$ cat src/rtl/udc_pkg.sv
// Shared types and constants for the updown_counter_pro block.
// Optional feature macro used by the top: UDC_EVENT_CNT_EN (boundary-hit event counter).
package udc_pkg;

    // Run-control states of the counter
    typedef enum logic [1:0] {
        IDLE = 2'd0,
        RUN  = 2'd1,
        DONE = 2'd2
    } udc_state_e;

    // Width of the optional boundary-hit event counter
    localparam int UDC_EVT_W = 16;

    // Direction encodings for the m input
    localparam logic UDC_UP = 1'b0;
    localparam logic UDC_DN = 1'b1;

endpackage : udc_pkg

$ cat src/rtl/udc_next_calc.sv
// Combinational next-count and boundary-hit computation for updown_counter_pro.
// Arithmetic runs one bit wider than the widest operand so that a step past
// the top of the range or below zero is detected rather than truncated.
module udc_next_calc
    import udc_pkg::*;
#(
    parameter int WIDTH  = 8,
    parameter int STEP_W = 4
) (
    input  logic [WIDTH-1:0]  count,
    input  logic [STEP_W-1:0] eff_step,
    input  logic [WIDTH-1:0]  min_val,
    input  logic [WIDTH-1:0]  max_val,
    input  logic              m,
    input  logic              wrap,
    output logic [WIDTH-1:0]  next_count,
    output logic              hit
);

    localparam int CW = ((WIDTH > STEP_W) ? WIDTH : STEP_W) + 1;

    logic [CW-1:0] cnt_x_s;
    logic [CW-1:0] step_x_s;
    logic [CW-1:0] min_x_s;
    logic [CW-1:0] max_x_s;
    logic [CW-1:0] sum_s;
    logic [CW-1:0] floor_s;

    assign cnt_x_s  = {{(CW-WIDTH){1'b0}}, count};
    assign step_x_s = {{(CW-STEP_W){1'b0}}, eff_step};
    assign min_x_s  = {{(CW-WIDTH){1'b0}}, min_val};
    assign max_x_s  = {{(CW-WIDTH){1'b0}}, max_val};
    assign sum_s    = cnt_x_s + step_x_s;
    // Smallest count that can still step down without leaving the window
    assign floor_s  = min_x_s + step_x_s;

    // Pick the next count: out-of-window clamps first, then up/down stepping with wrap or saturate
    always_comb begin
        next_count = count;
        hit        = 1'b0;
        if (count > max_val) begin
            next_count = max_val;
            hit        = 1'b1;
        end else if (count < min_val) begin
            next_count = min_val;
            hit        = 1'b1;
        end else if (m == UDC_UP) begin
            if (sum_s > max_x_s) begin
                hit        = 1'b1;
                next_count = wrap ? min_val : max_val;
            end else begin
                next_count = sum_s[WIDTH-1:0];
            end
        end else begin
            if (cnt_x_s < floor_s) begin
                hit        = 1'b1;
                next_count = wrap ? max_val : min_val;
            end else begin
                // No hit means eff_step <= count, so it fits in WIDTH bits
                next_count = count - step_x_s[WIDTH-1:0];
            end
        end
    end

endmodule : udc_next_calc

$ cat src/rtl/updown_counter_pro.sv
// Bounded up/down counter with programmable step and window, wrap or
// saturate at the bounds, one-shot run mode and status flags.
// Optional macro UDC_EVENT_CNT_EN adds a saturating boundary-hit counter
// output evt_cnt, cleared on load.
module updown_counter_pro
    import udc_pkg::*;
#(
    parameter int WIDTH   = 8,
    parameter int STEP_W  = 4,
    parameter int RST_VAL = 0
) (
    input  logic              clk,
    input  logic              rst_n,
    input  logic              en,
    input  logic              m,
    input  logic              load,
    input  logic [WIDTH-1:0]  data_in,
    input  logic [STEP_W-1:0] step,
    input  logic [WIDTH-1:0]  min_val,
    input  logic [WIDTH-1:0]  max_val,
    input  logic              wrap,
    input  logic              oneshot,
    output logic [WIDTH-1:0]  count,
    output logic              tc,
    output logic              at_max,
    output logic              at_min,
    output logic              busy,
    output logic              cfg_err
`ifdef UDC_EVENT_CNT_EN
    ,
    output logic [UDC_EVT_W-1:0] evt_cnt
`endif
);

    localparam logic [WIDTH-1:0] RST_COUNT = WIDTH'(RST_VAL);

    udc_state_e        state_r;
    udc_state_e        state_nxt_s;
    logic [WIDTH-1:0]  count_r;
    logic [WIDTH-1:0]  count_nxt_s;
    logic              tc_r;
    logic              tc_nxt_s;
    logic [STEP_W-1:0] eff_step_s;
    logic [WIDTH-1:0]  calc_next_s;
    logic              calc_hit_s;
    logic [WIDTH-1:0]  load_val_s;
    logic              cfg_err_s;

    assign cfg_err_s  = (min_val > max_val);
    assign eff_step_s = (step == {STEP_W{1'b0}}) ? STEP_W'(1'b1) : step;

    udc_next_calc #(
        .WIDTH  (WIDTH),
        .STEP_W (STEP_W)
    ) u_next_calc (
        .count      (count_r),
        .eff_step   (eff_step_s),
        .min_val    (min_val),
        .max_val    (max_val),
        .m          (m),
        .wrap       (wrap),
        .next_count (calc_next_s),
        .hit        (calc_hit_s)
    );

    // Clamp the load value into the current window
    always_comb begin
        load_val_s = data_in;
        if (data_in < min_val) begin
            load_val_s = min_val;
        end else if (data_in > max_val) begin
            load_val_s = max_val;
        end else begin
            load_val_s = data_in;
        end
    end

    // Next-state, next-count and terminal-count decision; bad config freezes everything
    always_comb begin
        state_nxt_s = state_r;
        count_nxt_s = count_r;
        tc_nxt_s    = 1'b0;
        if (cfg_err_s) begin
            state_nxt_s = IDLE;
        end else if (load) begin
            count_nxt_s = load_val_s;
            state_nxt_s = IDLE;
        end else begin
            case (state_r)
                DONE: begin
                    state_nxt_s = DONE;
                end
                IDLE, RUN: begin
                    if (en) begin
                        count_nxt_s = calc_next_s;
                        tc_nxt_s    = calc_hit_s;
                        if (calc_hit_s && oneshot) begin
                            state_nxt_s = DONE;
                        end else begin
                            state_nxt_s = RUN;
                        end
                    end else begin
                        state_nxt_s = IDLE;
                    end
                end
                default: begin
                    state_nxt_s = IDLE;
                end
            endcase
        end
    end

    // Counter, state and terminal-count registers
    always_ff @(posedge clk or negedge rst_n) begin
        if (!rst_n) begin
            state_r <= IDLE;
            count_r <= RST_COUNT;
            tc_r    <= 1'b0;
        end else begin
            state_r <= state_nxt_s;
            count_r <= count_nxt_s;
            tc_r    <= tc_nxt_s;
        end
    end

`ifdef UDC_EVENT_CNT_EN
    logic [UDC_EVT_W-1:0] evt_r;

    // Saturating boundary-hit counter, cleared by an accepted load
    always_ff @(posedge clk or negedge rst_n) begin
        if (!rst_n) begin
            evt_r <= {UDC_EVT_W{1'b0}};
        end else if (!cfg_err_s && load) begin
            evt_r <= {UDC_EVT_W{1'b0}};
        end else if (tc_nxt_s && (evt_r != {UDC_EVT_W{1'b1}})) begin
            evt_r <= evt_r + {{(UDC_EVT_W-1){1'b0}}, 1'b1};
        end else begin
            evt_r <= evt_r;
        end
    end

    assign evt_cnt = evt_r;
`endif

    assign count   = count_r;
    assign tc      = tc_r;
    assign busy    = (state_r == RUN);
    assign at_max  = (count_r == max_val);
    assign at_min  = (count_r == min_val);
    assign cfg_err = cfg_err_s;

endmodule : updown_counter_pro

$ cat config.mk
export PLATFORM = sky130hd
export DESIGN_NAME = updown_counter_pro
export DESIGN_NICKNAME = d
export VERILOG_FILES = /design/src/rtl/udc_pkg.sv /design/src/rtl/udc_next_calc.sv /design/src/rtl/updown_counter_pro.sv
export SDC_FILE = /design/constraint.sdc
export NUM_CORES = 1
export LEC_CHECK = 0
export BUFFER_PORTS_ARGS = -buffer_cell sky130_fd_sc_hd__buf_2
export CAP_MARGIN = 20
export CORE_MARGIN = 4
export CORE_UTILIZATION = 60
export CTS_BUF_LIST = sky130_fd_sc_hd__clkbuf_8
export DETAILED_ROUTE_END_ITERATION = 8
export GPL_ROUTABILITY_DRIVEN = 0
export MAX_ROUTING_LAYER = met4
export PLACE_DENSITY = 0.94
export SLEW_MARGIN = 20
export SYNTH_ARGS = -nofsm -noshare
export SYNTH_HDL_FRONTEND = slang
export SYNTH_SLANG_ARGS = --single-unit
$ cat constraint.sdc
create_clock -name clk -period 9.03 [get_ports clk]
set_clock_uncertainty 0.2 [all_clocks]
set_input_delay 1.806 -clock clk [delete_from_list [all_inputs] [get_ports clk]]
set_output_delay 1.806 -clock clk [all_outputs]
set_load 0.005 [all_outputs]
==> results.yml <==
power_and_ir_drop:
  p_total_uw: 708
  powerDensity_nw_per_um2: 196
  vdd_ir_drop_max_mv: 0.163
  p_leak_nw: 1.76
critical_path:
  cp-end-kind: "register"
  reg2reg_slack_ns: 4.93
  r2r_cells: 13
  critPathLaunch: "step[1]"
  worstSetupPathType: "in -> reg"
  worstPathArrival_ns: 5.53
  r2r-start: "count[2]"
  critPathCapture: "count[1]"
  r2r_end: "count[7]"
  start_kind: "primary input"
  path_max_fanout: 8
  cp.required_ns: 8.96
global_route:
  grt_use_met2: 0.565
  use_met1: 0.413
  grt-ovfl-total: 0
  grt_first_pass_wirelength_mm: 17.7
  track_usage: 0.348
  grtUsageMet3: 0.0618
  grt_pass1_vias: 3703
  antenna_found_initial: 0
  grt_max_degree: 27
  busiest_layer: "met2"
die:
  ios: 48
  die_w_microns: 82.3
  core_region_area_sq_um: 5240
  die_h_microns: 82.3
  std_cell_rows: 26
  start_util: 0.632
  dieArea_sq_um: 6770
sta:
  fin_hold_ws_ns: 0.383
  slew_violations: 0
  hold_violations: 0
  max_slew_margin: 0.521
  fin_tns_setup_ns: 0
  fin_crit_ns: 5.60
  tightest_slew_ns: 0.718
  fmax_mhz: 179
  setup_viol: 0
  rsz0062_at_grt: "no"
  setup_ws_ns: 3.43
  fin_crit_sh: 0.620
clock_network:
  cts_tree: "built"
  post_cts_resized: 0
  cts_setup_buffers: 0
  cts_buffers: 3
  clkTransAtPathRegs_ns: 0.06
  root_buffer: "clkbuf_8"
  cts_hold_buf: 0
  htree_levels: 1
  clk_latency_ns: 0.25
  cts.sinks: 11
  clockBufferDepth: 2
layout:
  finalNetCount: 554
  utilization: 0.690
  area_growth_pct: 9.15
  diodes: 0
  final_cell_mix: "ha_1, buf_2, inv_1, a21oi_1, nand2_1"
  drive_above_1_share: 0.154
  final_common_cell: "ha_1"
  fillers: 426
run:
  max_cap_viol_count: 0
routing:
  ant_nets: 0
  drt_iter0_drc: 551
  routed_wl_mm: 11.0
  vias_per_cell: 7.23
  wl_per_cell_microns: 21.3
  drc: 0
  vias: 3754
  first_pass_iters: 6
synth:
  synth_top_flop_cell: "dfrtp_1"
  ys_ff_latch: 11
  ys_types: 67
  synthesis.area_sq_um: 3310
  ys_async_sr_fraction: 1.00
  synth-seq-area-share: 0.0831
  syn_inst: 412
  synth_edf_count: 0
  synth_nets: 516
  ys.warnings.count: 0
  avgSynthCellArea_sq_um: 8.04
placed_design:
  io_buffers: 47
  place_ws_ns: 3.24
  dpl.hpwl_mm: 8.76
worst_hold_path:
  holdPathStages: 2
  hold_path_class: "reg -> reg"
run_status:
  outcome: "finished clean"
## cells in the mapped netlist (5+ instances only)
library cell,number,share of area
inv_1,28,0.032
a21o_1,14,0.032
o21ai_0,13,0.020
xor2_1,8,0.021
a21oi_1,26,0.039
nand2b_1,6,0.011
nand3_1,14,0.021
nand4_1,10,0.019
a211o_1,8,0.021
nor3_1,8,0.012
a31oi_1,6,0.011
ha_1,66,0.25
xnor2_1,5,0.013
mux2i_1,17,0.051
a211oi_1,6,0.014
dfrtp_1,11,0.083
o221ai_1,9,0.024
nor2b_1,11,0.021
o211ai_1,12,0.027
and2_1,5,0.0094
clkbuf_1,5,0.0057
nand2_1,23,0.026
buf_2,5,0.0076
nor2_1,22,0.025
o21ai_1,5,0.0076
## layer usage
metal	wire length, microns	part of all wire
met5	0	0
met4	714	0.065
met3	1300	0.12
met1	4050	0.37
met2	4970	0.45
## per-stage QoR
| stage | instance area, sq um | std cells |
|---|---|---|
| finish | 3610 | 519 |
| global route | 3610 | 519 |
| CTS | 3610 | 519 |
| detailed placement | 3570 | 515 |
| global placement | 3570 | 515 |
| floorplan | 3310 | 412 |
## report_power, final
group	internal [mW]	leakage, nW	switching (mW)
combinational	0.221	1.59	0.325
clock	0.0301	0.0269	0.0219
sequential	0.0626	0.137	0.0478
## worst min-delay path by stage
stage / endpoint / startpoint / slack, ns
final: state_r[1] / state_r[0] / 0.38
after global routing: state_r[1] / state_r[0] / 0.42
after CTS: state_r[1] / state_r[0] / 0.39
after detailed placement: state_r[1] / state_r[0] / 0.38
after global placement: state_r[1] / state_r[0] / 0.37
after floorplan: state_r[1] / state_r[0] / 0.34
## layout make-up
cell class	instances	area (sq um)	share of cell area
clock inverter	1	3.75	0.00104
sequential	11	275	0.0762
inverter	29	109	0.0301
multi-input combinational	358	2860	0.792
tap	70	87.6	0.0242
timing repair buffer	47	235	0.0651
clock buffer	3	41.3	0.0114
## kinds of logic (layout without fill, tap and decap cells)
logic type / Yosys count / count (layout) / synth area share
compound gates: 142 / 142 / 0.324
xor+xnor: 13 / 13 / 0.0344
fa+ha+maj: 69 / 69 / 0.268
buf+inv: 43 / 80 / 0.0525
flops: 11 / 11 / 0.0831
mux: 18 / 18 / 0.0548
simple gates: 116 / 116 / 0.183
## registers in the layout, indices dropped and copies added, names as in the netlist
name,count
count,8
state_r,2
tc,1
## critical path, cell delays in order
cell,delay (ns)
buf_2,0.15
inv_1,0.13
a31o_2,0.21
ha_1,0.18
inv_1,0.06
fa_1,0.39
nand2b_1,0.17
a21oi_1,0.28
and3_1,0.22
xnor2_1,0.12
ha_1,0.26
and3_1,0.19
a221oi_1,0.34
o21a_1,0.36
nor2_1,0.13
o211ai_1,0.21
a21oi_1,0.09
a211o_1,0.27
(Power assumes the default switching activity.)
